$ cat config.mk
export PLATFORM = sky130hd
export DESIGN_NAME = pbpix_zrle_tx
export DESIGN_NICKNAME = d
export VERILOG_FILES = /design/src/rtl/pbpix_zrle_tx.sv
export SDC_FILE = /design/constraint.sdc
export NUM_CORES = 1
export LEC_CHECK = 0
export CAP_MARGIN = 30
export CORE_MARGIN = 8
export CORE_UTILIZATION = 48
export CTS_CLUSTER_SIZE = 25
export DETAILED_ROUTE_END_ITERATION = 6
export PLACE_DENSITY = 0.84
export SYNTH_ARGS = -nofsm -noshare
export SYNTH_HDL_FRONTEND = slang
export SYNTH_SLANG_ARGS = --single-unit
$ cat constraint.sdc
create_clock -name i_clk -period 3.3 [get_ports i_clk]
set_input_delay 0.66 -clock i_clk [delete_from_list [all_inputs] [get_ports i_clk]]
set_output_delay 0.66 -clock i_clk [all_outputs]
set_load 0.01 [all_outputs]
$ cat src/rtl/pbpix_zrle_tx.sv
// pbpix_zrle_tx
// Expands a zero-run-length token stream into a one-pixel-per-handshake
// pbpix stream.
//
// Parameters
//   DW   : pixel data width
//   RUNW : run-length field width (runs of 1 .. 2^RUNW-1 zeros)
//   NPIX : pixels per frame (>= 2), drives pix_last
// Ports
//   i_clk, i_rstn : clock (rising edge), synchronous active-low reset
//   tok_rdy/tok_ack/tok_run/tok_data : token input (rdy/ack handshake)
//   pix_rdy/pix_ack/pix_zero/pix_data/pix_last : pbpix pixel output
//   err : sticky flag, set when a zero-length run token is consumed
//
// Operating modes are implied by the output register and the run counter:
// IDLE (pix_rdy=0), HOLD (pix_rdy=1, rem=0), RUN (pix_rdy=1, rem>0).
module pbpix_zrle_tx #(
   parameter int DW   = 16,
   parameter int RUNW = 8,
   parameter int NPIX = 64
) (
   input  logic          i_clk,
   input  logic          i_rstn,
   input  logic          tok_rdy,
   output logic          tok_ack,
   input  logic          tok_run,
   input  logic [DW-1:0] tok_data,
   output logic          pix_rdy,
   input  logic          pix_ack,
   output logic          pix_zero,
   output logic [DW-1:0] pix_data,
   output logic          pix_last,
   output logic          err
);

   localparam int            CW       = (NPIX > 1) ? $clog2(NPIX) : 1;
   localparam logic [CW-1:0] LAST_IDX = CW'(NPIX - 1);

   logic            pix_rdy_q,  pix_rdy_d;
   logic            pix_zero_q, pix_zero_d;
   logic [DW-1:0]   pix_data_q, pix_data_d;
   logic            pix_last_q, pix_last_d;
   logic            err_q,      err_d;
   logic [RUNW-1:0] rem_q,      rem_d;
   logic [CW-1:0]   cnt_q,      cnt_d;

   logic            free_s;
   logic            hs_s;
   logic            tok_ack_s;
   logic [RUNW-1:0] run_len_s;
   logic            last_nxt_s;

   // Handshake decode and frame position of the pixel that would load this edge.
   always_comb begin
      run_len_s = tok_data[RUNW-1:0];
      free_s    = !pix_rdy_q || pix_ack;
      hs_s      = pix_rdy_q && pix_ack;
      // A token may only be taken once the current run has no zeros left
      // and the output slot frees up this cycle; never during reset.
      tok_ack_s = i_rstn && tok_rdy && (rem_q == {RUNW{1'b0}}) && free_s;
      if (hs_s) begin
         if (cnt_q == LAST_IDX) begin
            cnt_d = {CW{1'b0}};
         end else begin
            cnt_d = cnt_q + CW'(1'b1);
         end
      end else begin
         cnt_d = cnt_q;
      end
      // cnt_d is the index of whatever pixel sits in the register after the edge.
      last_nxt_s = (cnt_d == LAST_IDX);
   end

   // Next-state for the output register, run counter and error flag.
   always_comb begin
      pix_rdy_d  = pix_rdy_q;
      pix_zero_d = pix_zero_q;
      pix_data_d = pix_data_q;
      pix_last_d = pix_last_q;
      rem_d      = rem_q;
      err_d      = err_q;
      if (tok_ack_s && !tok_run) begin
         // Literal token: a literal 0 is still emitted, flagged as zero.
         pix_rdy_d  = 1'b1;
         pix_data_d = tok_data;
         pix_zero_d = (tok_data == {DW{1'b0}});
         pix_last_d = last_nxt_s;
      end else if (tok_ack_s && (run_len_s != {RUNW{1'b0}})) begin
         // First zero of the run goes out now, the rest are counted in rem.
         pix_rdy_d  = 1'b1;
         pix_data_d = {DW{1'b0}};
         pix_zero_d = 1'b1;
         pix_last_d = last_nxt_s;
         rem_d      = run_len_s - RUNW'(1'b1);
      end else if (hs_s && (rem_q != {RUNW{1'b0}})) begin
         pix_rdy_d  = 1'b1;
         pix_data_d = {DW{1'b0}};
         pix_zero_d = 1'b1;
         pix_last_d = last_nxt_s;
         rem_d      = rem_q - RUNW'(1'b1);
      end else if (hs_s) begin
         // Pixel retired with nothing to replace it (includes the L=0 case).
         pix_rdy_d = 1'b0;
      end else begin
         pix_rdy_d = pix_rdy_q;
      end
      if (tok_ack_s && tok_run && (run_len_s == {RUNW{1'b0}})) begin
         err_d = 1'b1;
      end else begin
         err_d = err_q;
      end
   end

   // State registers with synchronous active-low reset.
   always_ff @(posedge i_clk) begin
      if (!i_rstn) begin
         pix_rdy_q  <= 1'b0;
         pix_zero_q <= 1'b0;
         pix_data_q <= {DW{1'b0}};
         pix_last_q <= 1'b0;
         err_q      <= 1'b0;
         rem_q      <= {RUNW{1'b0}};
         cnt_q      <= {CW{1'b0}};
      end else begin
         pix_rdy_q  <= pix_rdy_d;
         pix_zero_q <= pix_zero_d;
         pix_data_q <= pix_data_d;
         pix_last_q <= pix_last_d;
         err_q      <= err_d;
         rem_q      <= rem_d;
         cnt_q      <= cnt_d;
      end
   end

   assign tok_ack  = tok_ack_s;
   assign pix_rdy  = pix_rdy_q;
   assign pix_zero = pix_zero_q;
   assign pix_data = pix_data_q;
   assign pix_last = pix_last_q;
   assign err      = err_q;

endmodule
[Word-level counts from Yosys, hierarchy flattened]
Cells that the tools add are included.
Operators by class
  reductions and logical operators: 21
  mux-type cells: 17
  equality and inequality tests: 2
  add/subtract/negate cells: 3
  bitwise operators: 1
Operators with widths (number)
  16-bit two-way mux: 3
  16-bit zero test: 1
  8-bit zero test: 2
  8-bit two-way mux: 2
  8-bit nonzero test: 2
  8-bit by 1-bit subtractor with 8-bit output (second input constant): 2
  6-bit == test (second input constant): 2
  6-bit two-way mux: 2
  1-bit two-way mux: 10
  1-bit logical AND: 9
  6-bit by 1-bit adder with 6-bit output (second input constant): 1
  4-bit nonzero test: 1
  3-bit nonzero test: 1
  1-bit zero test: 2
  2-bit AND reduction: 1
  2-bit nonzero test: 1
  1-bit logical OR: 1
  1-bit NOT: 1
Word-level totals
  bits of input ports: 21
  output and inout bits: 21
  register bits after elaboration: 34

[Depth between registers and ports, before layout]
  depth in word-level cells: 7
  gate-level depth with buffers: 11

[Worst setup path after synthesis]
No wires, ideal clock.
  kind: reg2reg
  from: register rem_q[5]
  to: register rem_q[4]
  path slack: 0.731 ns
  arrival time: 2.453 ns
  period minus slack after synthesis: 2.569 ns
  required time: 3.184 ns
  setup time: 0.116 ns
  stages on the path, launching flop included: 12
  path through: dfxtp_1 or4_1 buf_2 nor4_4 buf_2 a21oi_1 ha_1 nand2b_1 nor3_1 o41ai_4 a21oi_1 o211a_1
On the way
  longest elaborated chain between the ends: 6
  elaborated cells between the ends (all ways): 11
  those cells by class: mux (1); bitwise (1); reduce/logical (9)
Ends and longest elaborated chain
  start, declared: RTL line 44  | logic [RUNW-1:0] rem_q, rem_d;
  start signal, assigned: RTL line 122  | rem_q <= {RUNW{1'b0}};
  start signal, assigned: RTL line 130  | rem_q <= rem_d;
  8-bit zero test *: RTL line 60  | tok_ack_s = i_rstn && tok_rdy && (rem_q == {RUNW{1'b0}}) && free_s;
  1-bit logical AND * (2 in a row): RTL line 60
  named net tok_ack: RTL line 25  | output logic tok_ack,
  1-bit logical AND (on tied branches): RTL line 88, 82
  2-bit nonzero test (no source line) / 1-bit NOT (equally long branches)
  2-bit AND reduction (no source line)
Mark *: on every way through the listed nets, which the timed path passes. The rest lies on a longest branch.
A chain may end at the register's enable or synchronous reset.

[Final worst setup path]
  from: input pix_ack
  to: output tok_ack
On the way
  longest elaborated chain between the ends: 2
Ends and longest elaborated chain
  start, declared: RTL line 29  | input logic pix_ack,
  1-bit logical OR: RTL line 56  | free_s = !pix_rdy_q || pix_ack;
  1-bit logical AND: RTL line 60
  end, declared: RTL line 25
No other way between the ends.

==> out/summary.log <==
qor: run_status.status finished, final reports clean
qor: clock_tree.cts-htree-levels 2
qor: synth.synth.avg_cell_area 8.65 sq um
qor: synth.commonest_register_cell_after_synthesis dfxtp_1
qor: sta.max-slew-margin-rel 41.4%
qor: synth.synthTopCellsByArea dfxtp_1 (41%), a22oi_1 (7.3%), nor2_1 (6.8%), nand2_1 (4.5%), a21oi_1 (3.6%)
qor: critical_path.critPathLaunchType input pin
qor: clock_tree.post_cts.repair.setup_buffers 0
qor: clock_tree.cts_repair_resize_count 0
qor: sta.min_period_over_period 93.2%
qor: floorplan.ioPinCount 42
qor: synth.synth.largest_area_cell dfxtp_1
qor: placement.gpl.final_weighted_congestion 0.870
qor: synth.synthDistinctLibCells 50
qor: clock_tree.clock_insertion_delay_worst_skew 0.34 ns
qor: floorplan.die_extent_in_y 74.7 um
qor: route.detailroute.via_count 1622
qor: critical_path.maximum_fanout_along_the_worst_path 5
qor: clock_tree.tritoncts_num_sinks 34
qor: power.vdd.ir_drop.worst 0.369 mV
qor: floorplan.initial_core_util 49.9%
qor: route.routed_wire_length_per_instance 15.5 um
qor: sta.setup_violations 0
qor: floorplan.width_of_the_die 74.7 um
qor: synth.count_of_mapped_cells_out_of_synthesis 191
qor: grt.grt_util_all_layers 16.8%
qor: finish.nets 262
qor: finish.diodes_inserted 0
qor: critical_path.criticalPathCategory input pin to output pin
qor: floorplan.fp.dieArea 5580 sq um
qor: grt.first_global_vias 1577
qor: route.post_drt_via_cell_ratio 5.67
qor: sta.hold_viol_final 0
qor: clock_tree.clock_path_buffers 2
qor: grt.grt_start_max_net_pins 30
qor: clock_tree.ctsRootBufferMaster clkbuf_4
qor: grt.grt_ovf 0
qor: critical_path.critPathCaptureType output pin
qor: synth.synth_fp_nets 214
qor: route.remaining_drc_errors 0
qor: clock_tree.cts_tree yes
qor: sta.fmax 325 MHz
qor: synth.yosysWarningCount 0
qor: placement.port_buffers 41
qor: power.pwr_density_cell 619 nW/um^2
qor: placement.dp_hpwl 3.25 mm
qor: grt.antenna_found_initial 0
qor: sta.timing.clock.skew 0.00993 ns
qor: synth.ys_ff_latch 34
qor: sta.final.min_clock_period 3.07 ns
qor: min_path.worstHoldPathType flip-flop to flip-flop
qor: finish.final_design_area_no_fill 2200 sq um
qor: synth.synth_top_cell_area_share 41.2%
qor: synth.number_of_flops_mapped_to_enable_cells_by_yosys 0
qor: clock_tree.holdBufCountCts 0
qor: finish.seq_area 681 sq um
qor: clock_tree.clk_pin_slew_worst_paths 0.09 ns
qor: clock_tree.numCtsBuffers 5
qor: finish.syn_to_final_growth 33.2%
qor: sta.fin_setup_tns 0 ns
qor: power.power 1360 uW
qor: route.drt_first_iter_violations 116
qor: critical_path.worst-endpoint-arrival 2.41 ns
qor: placement.placed_area 2140 sq um
qor: finish.layout-drive-gt1-share 10.8%
qor: route.antenna_left 0
qor: sta.finalMaxSlewViolations 0
qor: synth.mappedNetlistArea 1650 sq um
qor: finish.fillers 288
qor: sta.worstMarginPinSlew 0.877 ns
qor: floorplan.cell_row_count 21
qor: finish.multi_input_area 907 sq um
qor: grt.grt_pass1_wl 7.28 mm
qor: sta.rsz0062_at_grt no
qor: finish.postLayoutCoreUtil 66.5%
qor: route.drt_first_pass_iters 4
qor: route.drt_wl_total 4.43 mm
qor: flow_run.drv.max_cap_violation_count 0
qor: synth.synth-seq-area-share 41.2%
qor: floorplan.core_area 3310 sq um
qor: power.p_leak 0.000800 uW
qor: critical_path.cp.required 2.64 ns
qor: synth.synth-async-reset-ratio 0%
routing by layer:
layer	vias up	share of wire [%]	global-route usage, %
met2	63	44	24.9
met1	746	46	20.9
li1	805	-	-
met4	0	2.0	8.26
met5	-	0	0
met3	8	7.8	6.26
state kept, by name, indices dropped and copies added, names as in the netlist:
register / cells
cnt_q: 6
err: 1
pix_data: 16
pix_last: 1
pix_rdy: 1
pix_zero: 1
rem_q: 8
worst paths after layout:
kind | from | to | slack (ns) | cells after the start
max | pix_ack | tok_ack | 0.23 | 4
min reg2reg | pix_zero | pix_zero | 0.48 | 2
max reg2reg | rem_q[5] | rem_q[4] | 0.64 | 10
min | pix_zero | pix_zero | 0.48 | 2
final cells by class:
type / instances / share of cell area [%]
Sequential cell: 34 / 30.9
Clock inverter: 1 / 0.227
Clock buffer: 7 / 2.50
Tap cell: 46 / 2.61
Inverter: 3 / 0.511
Multi-Input combinational cell: 144 / 41.2
Timing Repair Buffer: 51 / 22.0
cells in the mapped netlist, types with 2 or more instances:
master,count
nand4_1,2
nor2_1,30
a21oi_1,12
nor3b_1,2
or4_1,2
clkbuf_1,4
ha_1,2
nand3_1,3
a31oi_1,5
xor2_1,3
a22oi_1,16
o21ai_0,4
nand2_1,20
nor4_1,5
inv_1,3
dfxtp_1,34
nor3_1,5
and4_1,2
a211oi_1,3
buf_2,4
layout by cell type (no fill, tap or decap), types with 2 or more instances in the layout:
| master | netlist | routed |
|---|---|---|
| clkdlybuf4s50_1 | 0 | 41 |
| dfxtp_1 | 34 | 34 |
| nor2_1 | 30 | 30 |
| nand2_1 | 20 | 20 |
| a22oi_1 | 16 | 16 |
| a21oi_1 | 12 | 12 |
| buf_4 | 1 | 10 |
| nor4_1 | 5 | 5 |
| nor3_1 | 5 | 5 |
| a31oi_1 | 5 | 5 |
| clkbuf_4 | 0 | 5 |
| o21ai_0 | 4 | 4 |
| inv_1 | 3 | 3 |
| nand3_1 | 3 | 3 |
| xor2_1 | 3 | 3 |
| a211oi_1 | 3 | 3 |
| or4_1 | 2 | 2 |
| nand4_1 | 2 | 2 |
| and4_1 | 2 | 2 |
| nor3b_1 | 2 | 2 |
| ha_1 | 2 | 2 |
through the flow:
stage | hold slack (ns) | setup slack [ns] | cells
floorplan | 0.438 | 0.731 | 191
global placement | 0.450 | 0.240 | 278
detailed placement | 0.463 | 0.231 | 278
CTS | 0.474 | 0.206 | 286
global route | 0.515 | 0.151 | 286
finish | 0.480 | 0.226 | 286
kinds of logic after synthesis:
| logic type | share of synthesized area (%) |
|---|---|
| buffers and inverters | 3.94 |
| flip-flops | 41.2 |
| AO/OA/AOI/OAI | 25.5 |
| XOR/XNOR | 2.12 |
| adder cells (fa/ha/maj) | 1.51 |
| AND/OR/NAND/NOR | 25.1 |
| multiplexers | 0.606 |
power breakdown:
part	internal, uW	switching (uW)
sequential	461	48.0
clock	103	139
combinational	288	324
total	852	511
worst max-delay path, stage by stage:
cell,delay [ns]
clkdlybuf4s50_1,0.49
and2b_1,0.26
nor4_4,0.39
clkdlybuf4s50_1,0.61
No activity file was read; power rests on OpenSTA's default activity.
==> edit 1 (same settings) <==
The parameter `NPIX` goes from 64 to 128.
--- a/src/rtl/pbpix_zrle_tx.sv
+++ b/src/rtl/pbpix_zrle_tx.sv
@@ -19,3 +19,3 @@
    parameter int RUNW = 8,
-   parameter int NPIX = 64
+   parameter int NPIX = 128
 ) (
Behaviour: same outputs for any inputs over 10 cycles, from zero or initial values and one cycle with i_rstn low; that may be too few to reach the edited logic, so the function may still have changed.
==> edit 1 against the original RTL <==
Setup slack better by 0.18 ns; power down 4.3%; final cell count up 4.5%; wire length up 9.6%; sequential cell count up 1; final area up 5.7%; synthesized area up 7.7%; highest routed layer unchanged.
==> edit 1: results (changes against the original RTL) <==
Global route
  – GR Util met1: 21.1% (+0.17 points)
  – Largest net degree at the start of global routing: 29 (-3.3%)
  – Vias in the first global route: 1692 (+7.3%)
  – Gr usage total: 16.7% (-0.065 points)
  – GR Layer Usage met3: 6.18% (-0.081 points)
  – First-pass GRT wire length: 8110 um (+11%)

Logic synthesis
  – Synth Area in Compound Gates: 25.3% (-0.21 points)
  – Post-Syn Nets: 230 (+7.5%)
  – Largest cells by area after synthesis: dfxtp_1, a22oi_1, nor2_1
  – Synth top cells by count: dfxtp_1, nor2_1, a22oi_1
  – Seq/Total Area, Yosys: 39.4% (-1.8 points)
  – Multiplexer share of the synthesized area: 1.12% (+0.52 points)
  – Synth Area in Adders: 1.41% (-0.11 points)
  – Yosys top cell area share: 39.4% (-1.8 points)

Layout
  – Multi-input logic area: 1010 sq um (+11%)
  – Final non-clock buffer share: 19.2% (-2.8 points)
  – Multi-In Gates: 159 (+10%)
  – Fillers: 339 (+18%)
  – Clock-cell share: 4.30% (+1.6 points)
  – Clock buffers: 8 (+1)
  – Nets@finish: 273 (+4.2%)
  – Count of plain and timing-repair buffers in the layout: 46 (-9.8%)

Timing
  – Clock period minus worst slack: 2.90 ns (-0.179 ns)
  – Slew @ Worst Pin: 0.690 ns (-0.188 ns)
  – Clk_skew: 0.00923 ns (-0.000696 ns)
  – Final hold slack: 0.466 ns (-0.0132 ns)

Placed design
  – HPWL Detailed: 3490 um (+7.3%)
  – GP Congestion: 1.01 (+16%)
  – Worst slack, placed: 0.395 ns (+0.164 ns)

Pwr
  – IR drop worst, VDD: 0.292 mV (-21%)
  – Leak pwr: 0.000813 uW (+1.5%)

Critical path
  – R2R Path End: rem_q[6]
  – Crit path DAT: 2.24 ns (-0.17 ns)
  – Reg-to-reg startpoint: rem_q[2]
  – Reg-to-reg slack, setup: 1.10 ns (+0.46 ns)

Routing
  – DR iter-0 viols: 241 (+110%)
  – Vias per cell: 5.89 (+3.9%)

Clock tree
  – Clock root cell: clkbuf_8
  – Clk pin slew, worst setup/hold paths: 0.06 ns (-0.03 ns)
  – Sink Count: 35 (+2.9%)
  – Worst-skew pair later-pin latency: 0.29 ns (-0.05 ns)

Run status
  – Status: complete, no violations
## edit 1: cell count changes after synthesis, moves of 4 or more
cell | before | now
nand2_1 | 20 | 13
and2_1 | 1 | 7
a31oi_1 | 5 | 9
nand3_1 | 3 | 11
a21oi_1 | 12 | 8
## edit 1: power by group
part	leakage [uW]	internal [uW]	switching (uW)
clock network	0.0000515	190	154
logic	0.000478	202	261
registers	0.000283	460	36.1
total	0.000813	852	451
## edit 1: through the flow
step,cells,cell area [sq um],total power (uW)
after floorplan,207,1780,811
final,299,2330,1300
after global placement,291,2230,952
after global routing,299,2330,1380
after detailed placement,291,2230,962
after CTS,299,2330,1310
## edit 1: per-layer routing
metal	share of wire [%]	vias up	wire length, um
li1	-	865	-
met1	44	812	2130
met2	45	75	2210
met3	8.6	10	415
met4	2.1	0	100
met5	0	-	0
## edit 1: critical path, stage by stage
cell and delay [ns]:
clkdlybuf4s50_1 0.52, nand2b_1 0.19, nand3_2 0.14, nor2_1 0.16, clkdlybuf4s50_1 0.56
==> edit 2 (same settings) <==
Without the edit above. Put one more register stage on the output `err`, with the module's reset. The value now appears one clock later. The other outputs are not delayed to match.
--- a/src/rtl/pbpix_zrle_tx.sv
+++ b/src/rtl/pbpix_zrle_tx.sv
@@ -139,3 +139,9 @@
    assign pix_last = pix_last_q;
-   assign err      = err_q;
+   always_ff @(posedge i_clk) begin
+      if (!i_rstn) begin
+         err <= '0;
+      end else begin
+         err <= err_q;
+      end
+   end
 
Behaviour: not the same (a bounded check fails within 4 cycles, from zero or initial values and one cycle with i_rstn low).
==> edit 2 against the original RTL <==
Synthesized area is 2.2% higher; clock skew is 0.0035 ns higher; largest power group unchanged; wire length up 0.66%; setup slack worse by 0.019 ns; sequential cell count is 1 higher; sequential power is 19% higher; sequential share of layout area up 0.75 points; final area is 0.51% higher; highest routed layer unchanged; synthesized cell count decreased by 4.7%; power rose by 25%; combinational power is 29% higher.
==> edit 2: results (changes against the original RTL) <==
Logic synthesis
  – Seq/Total Area, Yosys: 41.5% (+0.30 points)
  – Synth top cells by count: dfxtp_1, a22o_1, nor2_1
  – Synth Warn #: 0 (unchanged)
  – Gate Count Post-Synth: 182 (-4.7%)
  – Netlist cell types: 52 (+4.0%)
  – Post-Syn Nets: 205 (-4.2%)
  – Largest cells by area after synthesis: dfxtp_1, a22o_1, nor2_1

Placed design
  – Worst slack, placed: 0.139 ns (-0.0926 ns)
  – GP Congestion: 0.943 (+8.4%)
  – Placed Area: 2130 sq um (-0.47%)
  – HPWL Detailed: 3320 um (+2.0%)

Critical path
  – Worst Path Max Fanout: 5 (unchanged)
  – CP Capture Type: primary output
  – Crit path DAT: 2.43 ns (+0.02 ns)

Routing
  – Routed via count: 1602 (-1.2%)
  – DR iter-0 viols: 109 (-6.0%)
  – Routed wire length per instance: 16.3 um (+5.1%)

Global route
  – Gr usage total: 15.9% (-0.91 points)
  – Initial antenna violation count: 0 (unchanged)
  – First-pass GRT wire length: 7010 um (-3.7%)
  – Largest net degree at the start of global routing: 18 (-40%)
  – Vias in the first global route: 1510 (-4.2%)

Timing
  – Clk_skew: 0.0134 ns (+0.00351 ns)
  – Max-slew headroom: 72.4% (+31 points)
  – Setup_tns: 0 ns (unchanged)

Layout
  – Nets@finish: 250 (-4.6%)
  – Post-Layout Cell Count: 274 (-4.2%)
  – Fraction of layout cells with a size suffix above 1: 9.21% (-1.6 points)
  – Fillers: 317 (+10%)
  – Layout Area Growth over Synthesis: 31.0%
  – Largest register FFs: 16 (unchanged)
  – ANT cells: 0 (unchanged)

Run status
  – Status: complete, no violations

Clock tree
  – Clk pin slew, worst setup/hold paths: 0.11 ns (+0.02 ns)
  – Post-CTS sizing: 0 (unchanged)
  – Worst-skew pair later-pin latency: 0.34 ns (about the same)
  – Longest Clk Path Bufs: 2 (unchanged)

Worst hold path
  – HP Class: reg -> reg

Pwr
  – Leak pwr: 0.000807 uW (+0.86%)
  – IR drop worst, VDD: 0.456 mV (+23%)
==> edit 2: cell types whose count changed after synthesis, sizes merged, moves of 4 or more <==
cell and delta:
nor2 -16, a21oi -4, nand3 +6, a22oi -15, a22o +16, nand2 -7
==> edit 2: kinds of logic after synthesis <==
family | synth area share (%)
AND/OR/NAND/NOR | 22.9
AO/OA/AOI/OAI | 26.8
flip-flops | 41.5
buffers and inverters | 4.59
XOR/XNOR | 1.56
multiplexers | 1.19
adder cells (fa/ha/maj) | 1.48
==> edit 2: critical path, cell delays in order <==
cell and delay (ns):
clkdlybuf4s50_1 0.53, nand2b_1 0.16, and4_2 0.28, nand2_1 0.08
inv_1 0.16, clkdlybuf4s50_1 0.57
==> edit 2: where the power goes <==
group | switching, uW | internal [uW]
registers | 89.0 | 515
clock network | 153 | 159
logic | 389 | 396
total | 632 | 1070
==> edit 2: routing by layer <==
layer	vias up	part of all wire, %	track usage [%]
met1	739	44	20.0
met3	8	7.3	4.61
li1	793	-	-
met2	62	47	25.5
met4	0	1.3	4.69
met5	-	0	0
==> edit 2: path summary, 6_finish.rpt <==
check                           slack (ns)       end  depth (start not counted)     start
worst max register to register        0.76  rem_q[4]                         12  rem_q[4]
worst min-delay path                  0.48  pix_last                          2  pix_last
worst min register to register        0.48  pix_last                          2  pix_last
worst max-delay path                  0.21   tok_ack                          6   pix_ack
==> edit 2: cell type report <==
type | instances | area share (%)
clock buffer | 5 | 1.70
clock inverter | 3 | 1.98
inverter | 4 | 0.678
multi-input combinational | 135 | 41.2
sequential | 35 | 31.7
tap | 46 | 2.60
timing repair buffer | 46 | 20.2
